### config.mk
export PLATFORM = sky130hd
export DESIGN_NAME = mem_region_match
export DESIGN_NICKNAME = d
export VERILOG_FILES = /design/src/rtl/darkriscv_mon_pkg.sv /design/src/rtl/mem_region_match.sv
export SDC_FILE = /design/constraint.sdc
export NUM_CORES = 1
export LEC_CHECK = 0
export ABC_AREA = 1
export BUFFER_PORTS_ARGS = -buffer_cell sky130_fd_sc_hd__buf_2
export CELL_PAD_IN_SITES_DETAIL_PLACEMENT = 1
export CELL_PAD_IN_SITES_GLOBAL_PLACEMENT = 1
export CORE_UTILIZATION = 10
export DETAILED_ROUTE_END_ITERATION = 8
export PLACE_DENSITY = 0.82
export SYNTH_ARGS = -nofsm -noshare
export SYNTH_HDL_FRONTEND = slang
export SYNTH_SLANG_ARGS = --single-unit
### constraint.sdc
create_clock -name vclk -period 0.8
set_input_delay 0.08 -clock vclk [all_inputs]
set_output_delay 0.08 -clock vclk [all_outputs]
set_load 0.005 [all_outputs]
### src/rtl/darkriscv_mon_pkg.sv
// Shared definitions for the memory access monitor: opcodes, fault codes,
// FSM states and the pipeline record passed from classify to update stage.
package darkriscv_mon_pkg;

    localparam logic [6:0] OP_LOAD  = 7'b0000011;
    localparam logic [6:0] OP_STORE = 7'b0100011;
    localparam logic [2:0] F3_WORD  = 3'b010;

    typedef enum logic [1:0] {
        ERR_NONE     = 2'b00,
        ERR_LOAD     = 2'b01,
        ERR_STORE    = 2'b10,
        ERR_MISALIGN = 2'b11
    } err_code_e;

    typedef enum logic [1:0] {
        ST_DISARMED = 2'b00,
        ST_ARMED    = 2'b01,
        ST_FAULT    = 2'b10
    } state_e;

    typedef struct packed {
        logic        valid;
        logic        is_store;
        err_code_e   code;
        logic [31:0] addr;
    } access_s;

    // Fault code for an unmapped or permission-denied access of the given kind
    function automatic err_code_e denied_code(input logic is_store);
        return is_store ? ERR_STORE : ERR_LOAD;
    endfunction

endpackage

### src/rtl/mem_region_match.sv
// Combinational check of one word address against an inclusive region.
module mem_region_match
    import darkriscv_mon_pkg::*;
#(
    parameter logic [31:0] BASE  = '0,
    parameter logic [31:0] LIMIT = '0,
    parameter logic [1:0]  PERM  = '0
) (
    input  logic [31:0] waddr,
    output logic        hit,
    output logic [1:0]  perm
);

    logic [32:0] lo_diff;
    logic [32:0] hi_diff;

    // Bounds tested via the borrow of a 33-bit subtraction so a zero base
    // does not degenerate into a constant comparison
    always_comb begin
        lo_diff = {1'b0, waddr} - {1'b0, BASE};
        hi_diff = {1'b0, LIMIT} - {1'b0, waddr};
        hit     = !lo_diff[32] && !hi_diff[32];
        perm    = PERM;
    end

endmodule

[Yosys cells after proc, flatten, opt, wreduce, memory -nomap -nowiden]
Cells that the tools add are included.
W data, S select, Z words.
Storage, ports and cells
  register bits: 0
  latch bits: 0
  RAM bits: 0
  bits in read-only memories: 0
  input bits: 32
  output and inout bits: 3
  word-level logic and storage cells: 2
  memories kept: 0
Operators by class
  add/sub/neg operators: 1
  $mul: 0
  div/mod/pow operators: 0
  magnitude comparators: 0
  eq/ne operators: 0
  shifts and indexed selects: 0
  muxes and demuxes: 0
  bitwise logic cells: 0
  reduce and logical (&&, ||, !) cells: 1
Operators by type and width (count)
  $sub A1 B32 Y33 const A: 1
  $logic_not A1 Y1: 1

[Longest topological paths before layout]
  depth after elaboration: 2
  gate-level depth with buffers: 5
  depth with buffers taken out: 5

[Worst setup path before layout]
Ideal clock, no wire load.
  kind: input-to-output
  start: in waddr[0]
  end: out hit
  data arrival time: 464 ps
  data required time: 720 ps
  setup slack: 256 ps
  stages on the path: 5
  cell sequence: nor2_1 -> nand2_1 -> nor2_1 -> nand2_1 -> nor2_1
On the way
  word-level cells in the longest chain between the ends: 2
RTL lines
  from (decl): RTL line mem_region_match.sv:9  | input logic [31:0] waddr,
  $sub A1 B32 Y33: RTL line mem_region_match.sv:21  | hi_diff = {1'b0, LIMIT} - {1'b0, waddr};
  $logic_not A1 Y1: RTL line mem_region_match.sv:22  | hit = !lo_diff[32] && !hi_diff[32];
  to (decl): RTL line mem_region_match.sv:10  | output logic hit,
No other way between the ends.

[Worst setup path in the final report]
  start: in waddr[16]
  end: out hit
Same word-level chain as after synthesis.

==> results by group <==
Routing
  • Drt drc: 0
  • Total Wirelength: 649 µm
  • Drt first-iter violations: 2
  • Pre-Repair DR Iteration Count: 2
  • Via-to-Cell Ratio: 3.94
  • WL/cell: 8.11 µm
  • Post-DRT Antenna Nets: 0
  • Routed vias: 315

Pwr
  • Pwr Total: 143 µW
  • Net switching power: 49.0 µW
  • Clk network pwr share: 0%
  • Comb power frac: 100.0%
  • Peak VDD IR: 0.132 mV
  • Int Power: 93.7 µW
  • Switching Fraction: 34.4%
  • Register share of total power: 0%
  • Total leakage power: 0.194 nW
  • Pwr Density: 373 mW/mm²

STA
  • Fin Hold WS: 0.533 ns
  • Setup WS post-layout: 0.0426 ns
  • Tmin final: 0.757 ns
  • Final Setup Violations: 0
  • Final Hold Viols: 0
  • Tcrit/Tclk final: 94.7%
  • Final slew viol count: 0
  • Fmax: 1320 MHz
  • RSZ-0062 raised after global routing: yes

Final layout
  • Non-Filler Cell Area, Final: 383 µm²
  • # nets final: 100
  • Clock buf count: 0
  • Area occupied by multi-input gates: 156 µm²
  • Area growth syn-to-layout: 183%
  • Fill cells: 171
  • Num sequential: 0
  • Register area: 0 µm²
  • Ant. Diodes: 0
  • Proportion of layout cells with a drive suffix above 1: 60.6%
  • Final cell count without fillers: 80

Place
  • Place WS: 0.0331 ns
  • Placed cell area: 307 µm²
  • Placed Cells: 80
  • Global placer's final weighted congestion: 0.560
  • Port bufs: 33

Floorplan
  • Boundary pin count: 35
  • Initial Util: 11.4%
  • Rows: 12
  • Core Region: 0.00119 mm²
  • Die Width: 38.8 µm
  • Die area: 0.00150 mm²
  • Die H: 38.8 µm

Worst setup path
  • Startpoint types: input pin
  • Worst-path fanout max: 1
  • Worst Path Arrival: 0.68 ns
  • Crit path capture type: output pin
  • CP Class: input pin to output pin
  • Required @ worst endpoint: 0.72 ns

Synthesis
  • Synth warnings: 0
  • Synth area leaders: nor2_1 58%, nand2_1 28%, buf_4 11%
  • Synth Area per Inst: 3.97 µm²
  • Mapped cell area: 135 µm²
  • Area share of the largest cell type after synthesis: 58.3%
  • Seq/Total Area, Yosys: 0%
  • Post-synth top cells: 21 x nor2_1, 10 x nand2_1, 2 x buf_4, 1 x conb_1
  • Count leader, synth: nor2_1
  • Area leader, netlist: nor2_1
  • Unique masters post-synth: 4
  • Post-Syn Instances: 34

Global route
  • GR Overflow Total: 0
  • GRT Resource Usage Total: 7.93%
  • First-pass GRT wire length: 897 µm
  • Initial antenna violation count: 0
  • Number of global-route vias before repair: 290
  • Pin count of the biggest net entering global routing: 2

Clocking
  • Setup Fix Bufs, Post-CTS: 0
  • # resized after CTS: 0
  • Post-cts hold buffer count: 0

Hold path
  • Worst min-delay path class: input pin to output pin

Status
  • Status: finished, final reports clean

Run
  • Max Cap Violations: 0
cell families (layout without fill, tap and decap cells):
kind of cell           Yosys count  after routing  synth area share (%)
buffers and inverters            2             33                  11.1
other                            1              2                  2.78
AND/OR/NAND/NOR                 31             31                  86.1
cells in the final DEF, fill, tap and decap left out:
cell / synthesis / final
nor2_1: 21 / 14
nand2_1: 10 / 10
buf_6: 0 / 7
nor2_2: 0 / 4
buf_2: 0 / 26
nor2_4: 0 / 3
conb_1: 1 / 2
layout make-up:
type | count | share of cell area [%]
timing repair buffer | 33 | 54.6
multi-input combinational | 33 | 40.8
tap | 14 | 4.58
through the flow:
step | setup TNS [ns] | util [%]
floorplan | 0 | -
global placement | 0 | 25.8
detailed placement | 0 | 25.8
CTS | 0 | 25.8
global route | -0.0541 | 32.3
finish | 0 | 32.3
power groups by stage:
stage | clock (mW) | sequential [mW] | combinational (mW)
final | 0 | 0 | 0.143
after global routing | 0 | 0 | 0.157
after CTS | 0 | 0 | 0.103
after detailed placement | 0 | 0 | 0.103
after global placement | 0 | 0 | 0.0984
after floorplan | 0 | 0 | 0.0318
per-layer routing:
layer / wire length (µm) / part of all wire (%) / GRT usage, % / up-vias
met2: 384 / 59 / 21.3 / 23
met3: 63 / 9.7 / 0 / 0
met4: 0 / 0 / 0 / 0
met5: 0 / 0 / 0 / -
li1: - / - / - / 161
met1: 200 / 31 / 5.41 / 131
critical path, cell delays in order:
cell     delay (ns)
buf_2          0.10
nor2_2         0.09
nand2_1        0.05
nor2_1         0.09
nand2_1        0.06
nor2_1         0.09
buf_2          0.12
worst paths after layout:
check | start | cells after the start | to | slack [ns]
hold / removal | waddr[3] | 7 | hit | 0.53
setup / recovery | waddr[16] | 7 | hit | 0.04
No activity file was read; power rests on OpenSTA's default activity.
